--- src/rtl/lif_pkg.sv ---
// Shared parameters for the leaky integrate-and-fire neuron tile.
package lif_pkg;

    localparam int unsigned WIDTH          = 8;
    localparam int unsigned LEAK_SHIFT     = 3;
    localparam int unsigned THRESHOLD      = 200;
    localparam int unsigned REFRACTORY     = 4;
    // uio_in value that selects the built-in THRESHOLD instead of a runtime one
    localparam int unsigned THR_SEL_DEFAULT = 0;
    localparam int unsigned REFR_W         = $clog2(REFRACTORY + 1);

endpackage : lif_pkg

--- src/rtl/lif_core.sv ---
// Leak/integrate/saturate/compare/refractory datapath for one LIF neuron.
module lif_core
    import lif_pkg::*;
#(
    parameter int unsigned P_WIDTH      = WIDTH,
    parameter int unsigned P_LEAK_SHIFT = LEAK_SHIFT,
    parameter int unsigned P_REFRACTORY = REFRACTORY,
    parameter int unsigned P_REFR_W     = REFR_W
) (
    input  logic               clk,
    input  logic               rst_n,      // active-high asynchronous reset
    input  logic               ena,
    input  logic [P_WIDTH-1:0] current,
    input  logic [P_WIDTH-1:0] thr,
    output logic [P_WIDTH-1:0] u,
    output logic               spike
);

    localparam int unsigned SUM_W = P_WIDTH + 1;

    logic [P_WIDTH-1:0]  r_u;
    logic                r_spike;
    logic [P_REFR_W-1:0] r_refr;

    logic [P_WIDTH-1:0]  w_u_next;
    logic                w_spike_next;
    logic [P_REFR_W-1:0] w_refr_next;

    logic [SUM_W-1:0]    w_sum;
    logic [P_WIDTH-1:0]  w_sat;

    // Leaky integration one bit wider than the datapath so overflow is visible.
    always_comb begin
        w_sum = {1'b0, r_u} - {1'b0, (r_u >> P_LEAK_SHIFT)} + {1'b0, current};
        w_sat = w_sum[SUM_W-1] ? {P_WIDTH{1'b1}} : w_sum[P_WIDTH-1:0];
    end

    // Next-state: refractory hold, fire-and-clear, or accumulate; spike is a one-cycle pulse.
    always_comb begin
        w_u_next     = r_u;
        w_spike_next = 1'b0;
        w_refr_next  = r_refr;
        if (ena) begin
            if (r_refr != '0) begin
                w_u_next    = '0;
                w_refr_next = r_refr - P_REFR_W'(1);
            end else if (w_sat >= thr) begin
                w_u_next     = '0;
                w_spike_next = 1'b1;
                w_refr_next  = P_REFR_W'(P_REFRACTORY);
            end else begin
                w_u_next = w_sat;
            end
        end
    end

    // State registers.
    always_ff @(posedge clk or posedge rst_n) begin
        if (rst_n) begin
            r_u     <= '0;
            r_spike <= 1'b0;
            r_refr  <= '0;
        end else begin
            r_u     <= w_u_next;
            r_spike <= w_spike_next;
            r_refr  <= w_refr_next;
        end
    end

    assign u     = r_u;
    assign spike = r_spike;

endmodule : lif_core

--- src/rtl/seven_segment_seconds.sv ---
// Tile top: pin mapping and runtime threshold select around one LIF neuron.
module seven_segment_seconds
    import lif_pkg::*;
(
    input  logic       clk,
    input  logic       rst_n,      // active-high asynchronous reset despite the name
    input  logic       ena,
    input  logic [7:0] ui_in,
    input  logic [7:0] uio_in,
    output logic [7:0] uo_out,
    output logic [7:0] uio_out,
    output logic [7:0] uio_oe
);

    logic [WIDTH-1:0] w_thr;
    logic [WIDTH-1:0] w_u;
    logic             w_spike;
    logic             w_unused_u0;

    // A zero on uio_in falls back to the built-in threshold.
    always_comb begin
        w_thr = (uio_in == WIDTH'(THR_SEL_DEFAULT)) ? WIDTH'(THRESHOLD) : uio_in;
    end

    lif_core u_core (
        .clk     (clk),
        .rst_n   (rst_n),
        .ena     (ena),
        .current (ui_in),
        .thr     (w_thr),
        .u       (w_u),
        .spike   (w_spike)
    );

    // Only the upper potential bits fit beside the spike flag.
    assign uo_out      = {w_u[WIDTH-1:1], w_spike};
    assign w_unused_u0 = w_u[0];
    assign uio_out     = '0;
    assign uio_oe      = '0;

endmodule : seven_segment_seconds

--- config.mk ---
export PLATFORM = sky130hd
export DESIGN_NAME = seven_segment_seconds
export DESIGN_NICKNAME = d
export VERILOG_FILES = /design/src/rtl/lif_pkg.sv /design/src/rtl/lif_core.sv /design/src/rtl/seven_segment_seconds.sv
export SDC_FILE = /design/constraint.sdc
export NUM_CORES = 1
export LEC_CHECK = 0
export ABC_AREA = 1
export BUFFER_PORTS_ARGS = -buffer_cell sky130_fd_sc_hd__buf_4
export CORE_MARGIN = 4
export CORE_UTILIZATION = 40
export CTS_CLUSTER_SIZE = 30
export DETAILED_ROUTE_END_ITERATION = 6
export PLACE_DENSITY = 0.61
export SLEW_MARGIN = 10
export SYNTH_ARGS = -nofsm -noshare
export SYNTH_HDL_FRONTEND = slang
export SYNTH_SLANG_ARGS = --single-unit
--- constraint.sdc ---
create_clock -name clk -period 4 [get_ports clk]
set_input_delay 0.8 -clock clk [delete_from_list [all_inputs] [get_ports clk]]
set_output_delay 0.8 -clock clk [all_outputs]
set_load 0.01 [all_outputs]
==> results of run 1 <==
[layout make-up]
type | count | area [um2] | share of cell area, %
clock buffer | 3 | 41.3 | 2.29
timing repair buffer | 26 | 195 | 10.8
inverter | 66 | 248 | 13.7
tap | 48 | 60.1 | 3.32
sequential | 12 | 300 | 16.6
multi-input combinational | 164 | 962 | 53.3
[worst paths after layout]
check | slack [ns] | endpoint | start
max | 0.47 | u_core.u[3] | ui_in[1]
min | 0.49 | u_core.u[0] | u_core.u[0]
max reg2reg | 0.70 | u_core.u[3] | u_core.u[3]
min reg2reg | 0.49 | u_core.u[0] | u_core.u[0]
max in group asynchronous | 3.13 | u_core.r_refr[1] | rst_n
min in group asynchronous | 0.57 | u_core.u[1] | rst_n
[tightest hold or removal path, delay by kind of cell (launching register included)]
kind	cells	cell delay (ns)
flip-flops	1	0.35
AND/OR/NAND/NOR	2	0.11
[state kept, by name, summed over array words and instances, names as in the netlist]
register,count
u_core.u,8
u_core.spike,1
u_core.r_refr,3
[cells in the final DEF, fill, tap and decap left out]
cell and n:
xnor2_1 2, inv_1 66, buf_4 26, nor2_1 11, xor2_1 1, conb_1 16
nand2_2 1, nor3_1 1, nand3b_1 2, nand2_1 83, a21o_1 1, nand2_4 1
dfrtp_1 12, nand4_1 4, a21oi_1 4, fa_1 5, nor2_8 1, nand3_1 10
ha_1 21, clkbuf_8 3
[routing by layer]
layer	part of all wire (%)	vias to the layer above
met3	6.0	2
met2	44	43
li1	-	742
met4	0.22	0
met5	0	-
met1	50	565
[logic make-up (layout without fill, tap and decap cells)]
group                      after synthesis  in the layout  share of synthesized area (%)
and+or+nand+nor                        114            114                           29.6
AOI/OAI and AO/OA                        5              5                           1.68
xor gates and xnor gates                 3              3                           1.60
buffers and inverters                   91             95                           26.4
other                                    1             16                          0.229
adders and majority gates               26             26                           22.2
DFF                                     12             12                           18.3
[through the flow]
step	area, um2	std cells	setup WS (ns)	hold WS, ns
3_3_place_gp	1770	316	0.278	0.482
5_1_grt	1810	319	0.169	0.522
2_1_floorplan	1690	267	0.542	0.449
6_report	1810	319	0.473	0.494
3_5_place_dp	1770	316	0.207	0.478
4_1_cts	1810	319	0.451	0.492
==> key figures, run 1 <==
Timing
  – Max Clock Skew: 0.00167 ns
  – FMAX: 284 MHz
  – Final setup TNS: 0 ns
  – Setup Viol. Count Final: 0
  – RSZ-0062 raised after global routing: false
  – Fin. max-slew vios: 0
  – Tcrit/Tclk final: 88.2%
  – Final Hold Fails: 0
  – Final min period: 3.53 ns

GRT
  – Global-route layer with the greatest usage: met2
  – M3 GR Usage: 1.39%
  – Initial antenna violation count: 0
  – Tot GR Track Use: 12.8%
  – GR Overflow Total: 0
  – Vias in the first global route: 1196
  – Met2 Usage GRT: 20.1%
  – Met1 usage: 18.6%
  – Global-route wire length before repair: 5240 um
  – Largest net degree at the start of global routing: 13

Floorplanning
  – Total Die Area: 0.00518 mm2
  – Starting Density: 43.1%
  – # IOs: 43
  – Chip height: 72.0 um
  – Core Area: 0.00380 mm2
  – Die width: 72.0 um
  – Row count: 22

Logic synthesis
  – Yosys reg bits: 12
  – Synth cell count leaders: 83 x nand2_1, 66 x inv_1, 24 x buf_4
  – Synthesized instance count: 252
  – Synth Cell Area: 0.00164 mm2
  – Avg Inst Size Synth: 6.50 um2
  – Synth top area cells: nand2_1 19%, dfrtp_1 18%, ha_1 16%
  – Asr flop ratio synth: 100%
  – Sequential share of the synthesized area: 18.3%
  – Number of synthesis warnings: 0
  – Post-synth top area share: 19.0%
  – Distinct cells, synth: 20
  – Synth area leader: nand2_1
  – Count leader, synth: nand2_1
  – Primary FF master, synth: dfrtp_1
  – Number of synthesized flops with an enable pin: 0

Setup path
  – Type of origin of the critical path: primary input
  – Setup CP Type: primary input to register
  – R2R depth: 19
  – CP arrival: 3.70 ns
  – Critical Path RT: 4.17 ns
  – WP depth: 19
  – Top Family by Delay on Critical Path: adder cells
  – Crit path cell chain: buf_4, inv_1, fa_1, fa_1, inv_1, nand2_1, nand2_2, nand2_1, nand2_1, nand2_1, nand2_4, nand2_1, ha_1, a21o_1, nor2_1, nand3_1, nor2_8, nand2_1, nand2_1
  – Cell mode on critical path: nand2_1
  – Endpoint class of the critical path: register
  – CP Buf/Inv Count: 3
  – Crit path max fanout: 8
  – Critical-path top delay cell: fa_1
  – CP max stage delay: 0.54 ns

Finish
  – Post-layout util: 47.6%
  – N_diodes: 0
  – Fill count: 413
  – P&R area growth vs syn: 10.3%
  – Fin nets: 318
  – Share of cells above drive strength 1: 11.8%

Routing
  – WL final: 3170 um
  – Via density: 4.24
  – Post-route DRC: 0
  – Wire per inst: 9.92 um
  – Via count: 1352
  – DRT Pass-1 Iters: 4
  – Post-route ant nets: 0
  – First-iteration detailed-routing DRC count: 66

Clock tree
  – TritonCTS clock tree: done
  – Clock tree sinks: 12
  – CTS Buf Count: 3
  – # resized after CTS: 0
  – Clk pin slew, worst setup/hold paths: 0.05 ns
  – Clock buffer depth: 2
  – Total setup buffers inserted after CTS: 0
  – Hold_buf cts: 0
  – Root buf cell: clkbuf_8
  – Clk Latency, worst-skew pair: 0.23 ns
  – H-tree Lvls: 1

Placed design
  – Final Wtd Congestion: 0.816
  – Input/output buffers: 26
  – HPWL Detailed: 2740 um

Hold path
  – HP Class: register to register
  – Hold Crit Depth: 2

Run
  – Max-cap violations: 0

Outcome
  – Status: finished clean
Power of run 1 is not shown: default switching activity piles up to over one toggle a cycle in this logic, so the estimate is an artifact.
==> run 2, diff against run 1 <==
--- a/config.mk
+++ b/config.mk
@@ -11,6 +11,7 @@
 export CORE_UTILIZATION = 40
 export CTS_CLUSTER_SIZE = 30
 export DETAILED_ROUTE_END_ITERATION = 6
+export MAX_ROUTING_LAYER = met4
 export PLACE_DENSITY = 0.61
 export SLEW_MARGIN = 10
 export SYNTH_ARGS = -nofsm -noshare
==> run 2 against run 1 <==
Net effect: first-iteration DRC count up 1.5%; wire length about the same; flip-flop and latch count unchanged; highest routed layer is now met3; count of clock-buffer cells in the layout unchanged; via count down 0.22%; critical path type unchanged; register-to-register slack about the same; clock skew unchanged; critical endpoint unchanged.
==> key figures, run 2 (synthesis results as in run 1) <==
Outcome
  – Status: finished clean (unchanged)

Setup path
  – CP startpoint: ui_in[1] (unchanged)
  – R2R depth: 19 (unchanged)
  – Crit path max fanout: 8 (unchanged)
  – CP arrival: 3.70 ns (about the same)
  – RR Startpoint: u_core.u[3] (unchanged)
  – CP max stage delay: 0.54 ns (about the same)
  – Cell mode on critical path: nand2_1 (unchanged)
  – Endpoint class of the critical path: register (unchanged)
  – Critical Path RT: 4.17 ns (about the same)
  – Setup CP Type: primary input to register (unchanged)
  – Type of origin of the critical path: primary input (unchanged)
  – Reg-to-reg endpoint: u_core.u[3] (unchanged)
  – Critical-path top delay cell: fa_1 (unchanged)
  – Crit path cell chain: buf_4, inv_1, fa_1, fa_1, inv_1, nand2_1, nand2_2, nand2_1, nand2_1, nand2_1, nand2_4, nand2_1, ha_1, a21o_1, nor2_1, nand3_1, nor2_8, nand2_1, nand2_1 (unchanged)
  – Flop2flop setup slack: 0.70 ns (about the same)

Placed design
  – Placed Instances: 316 (unchanged)
  – Final Wtd Congestion: 0.828 (was 0.816)
  – Dpl ws: 0.207 ns (unchanged)
  – Input/output buffers: 26 (unchanged)
  – HPWL Detailed: 2740 um (unchanged)

Clock tree
  – Clock buffer depth: 2 (unchanged)
  – H-tree Lvls: 1 (unchanged)
  – # resized after CTS: 0 (unchanged)
  – Hold_buf cts: 0 (unchanged)
  – TritonCTS clock tree: done (unchanged)
  – Root buf cell: clkbuf_8 (unchanged)
  – Clock tree sinks: 12 (unchanged)
  – Total setup buffers inserted after CTS: 0 (unchanged)
  – Clk Latency, worst-skew pair: 0.23 ns (about the same)
  – CTS Buf Count: 3 (unchanged)
  – Clk pin slew, worst setup/hold paths: 0.05 ns (about the same)

Timing
  – Max Clock Skew: 0.00167 ns (unchanged)
  – Final setup TNS: 0 ns (unchanged)
  – Final worst slack: 0.473 ns (about the same)
  – Fin. max-slew vios: 0 (unchanged)
  – Final Hold Fails: 0 (unchanged)
  – Setup Viol. Count Final: 0 (unchanged)
  – Tcrit/Tclk final: 88.2% (about the same)
  – Final min period: 3.53 ns (about the same)
  – RSZ-0062 raised after global routing: false (unchanged)
  – FMAX: 284 MHz (about the same)

Finish
  – Fin nets: 318 (unchanged)
  – Fill count: 413 (unchanged)
  – N_diodes: 0 (unchanged)
  – Flip-flop and latch area: 300 um2 (unchanged)
  – Non-filler cells, final: 319 (unchanged)
  – Largest register FFs: 8 (unchanged)
  – Multi-input gate area: 962 um2 (unchanged)
  – Commonest non-fill, non-tap cells in the layout: 83 x nand2_1, 66 x inv_1, 26 x buf_4, 21 x ha_1, 16 x conb_1 (unchanged)
  – Most common cell after layout, fill and taps aside: nand2_1 (unchanged)
  – Post-layout util: 47.6% (unchanged)
  – P&R area growth vs syn: 10.3% (unchanged)
  – Share of cells above drive strength 1: 11.8% (unchanged)

GRT
  – GR Overflow Total: 0 (unchanged)
  – Tot GR Track Use: 13.2% (was 12.8%)
  – Vias in the first global route: 1195 (was 1196)
  – Initial antenna violation count: 0 (unchanged)
  – Largest net degree at the start of global routing: 13 (unchanged)
  – Global-route wire length before repair: 5240 um (about the same)

Routing
  – Post-route DRC: 0 (unchanged)
  – Via density: 4.23 (was 4.24)
  – WL final: 3170 um (about the same)
  – First-iteration detailed-routing DRC count: 67 (was 66)
  – Wire per inst: 9.93 um (was 9.92 um)
  – Via count: 1349 (was 1352)
  – DRT Pass-1 Iters: 4 (unchanged)
  – Post-route ant nets: 0 (unchanged)

Floorplanning
  – Total Die Area: 0.00518 mm2 (unchanged)
  – Die width: 72.0 um (unchanged)
  – Chip height: 72.0 um (unchanged)
  – Row count: 22 (unchanged)
  – Core Area: 0.00380 mm2 (unchanged)
  – Starting Density: 43.1% (unchanged)
  – # IOs: 43 (unchanged)

Hold path
  – Hold Crit Start: u_core.u[0] (unchanged)
  – Hold Crit Depth: 2 (unchanged)
  – Hold path endpoint: u_core.u[0] (unchanged)
  – HP Class: register to register (unchanged)

Run
  – Max-cap violations: 0 (unchanged)
[run 2: cell counts in the layout (fill, tap and decap cells not counted)]
No cell type changed its count.
[run 2: worst max-delay path by stage]
stage / depth (start not counted) / to / slack (ns)
CTS: 19 / u_core.u[3] / 0.45
floorplan: 18 / u_core.u[0] / 0.54
global route: 20 / u_core.u[3] / 0.17
finish: 19 / u_core.u[3] / 0.47
global placement: 20 / u_core.u[3] / 0.28
detailed placement: 19 / u_core.u[3] / 0.21
[run 2: area by class of cell]
class | count | share of cell area [%]
Multi-Input combinational cell | 164 | 53.3
Sequential cell | 12 | 16.6
Inverter | 66 | 13.7
Timing Repair Buffer | 26 | 10.8
Tap cell | 48 | 3.32
Clock buffer | 3 | 2.29
[run 2: through the flow]
| step | hold slack, ns | area, um2 |
|---|---|---|
| after global placement | 0.482 | 1770 |
| final | 0.494 | 1810 |
| after detailed placement | 0.478 | 1770 |
| after global routing | 0.522 | 1810 |
| after CTS | 0.492 | 1810 |
| after floorplan | 0.449 | 1690 |
[run 2: worst max-delay path: cells and delay by family]
family | cells | cell delay [ns]
AOI/OAI and AO/OA | 1 | 0.18
buffers and inverters | 3 | 0.22
and+or+nand+nor | 12 | 1.18
adders and majority gates | 3 | 1.32
[run 2: metal layers]
metal	vias to the layer above	GRT usage, %	wire length [um]
met5	-	-	0
met4	0	3.76	0
li1	742	-	-
met2	43	20.1	1400
met3	0	1.39	190
met1	564	18.6	1580
Power of run 2 is left out for the same reason.
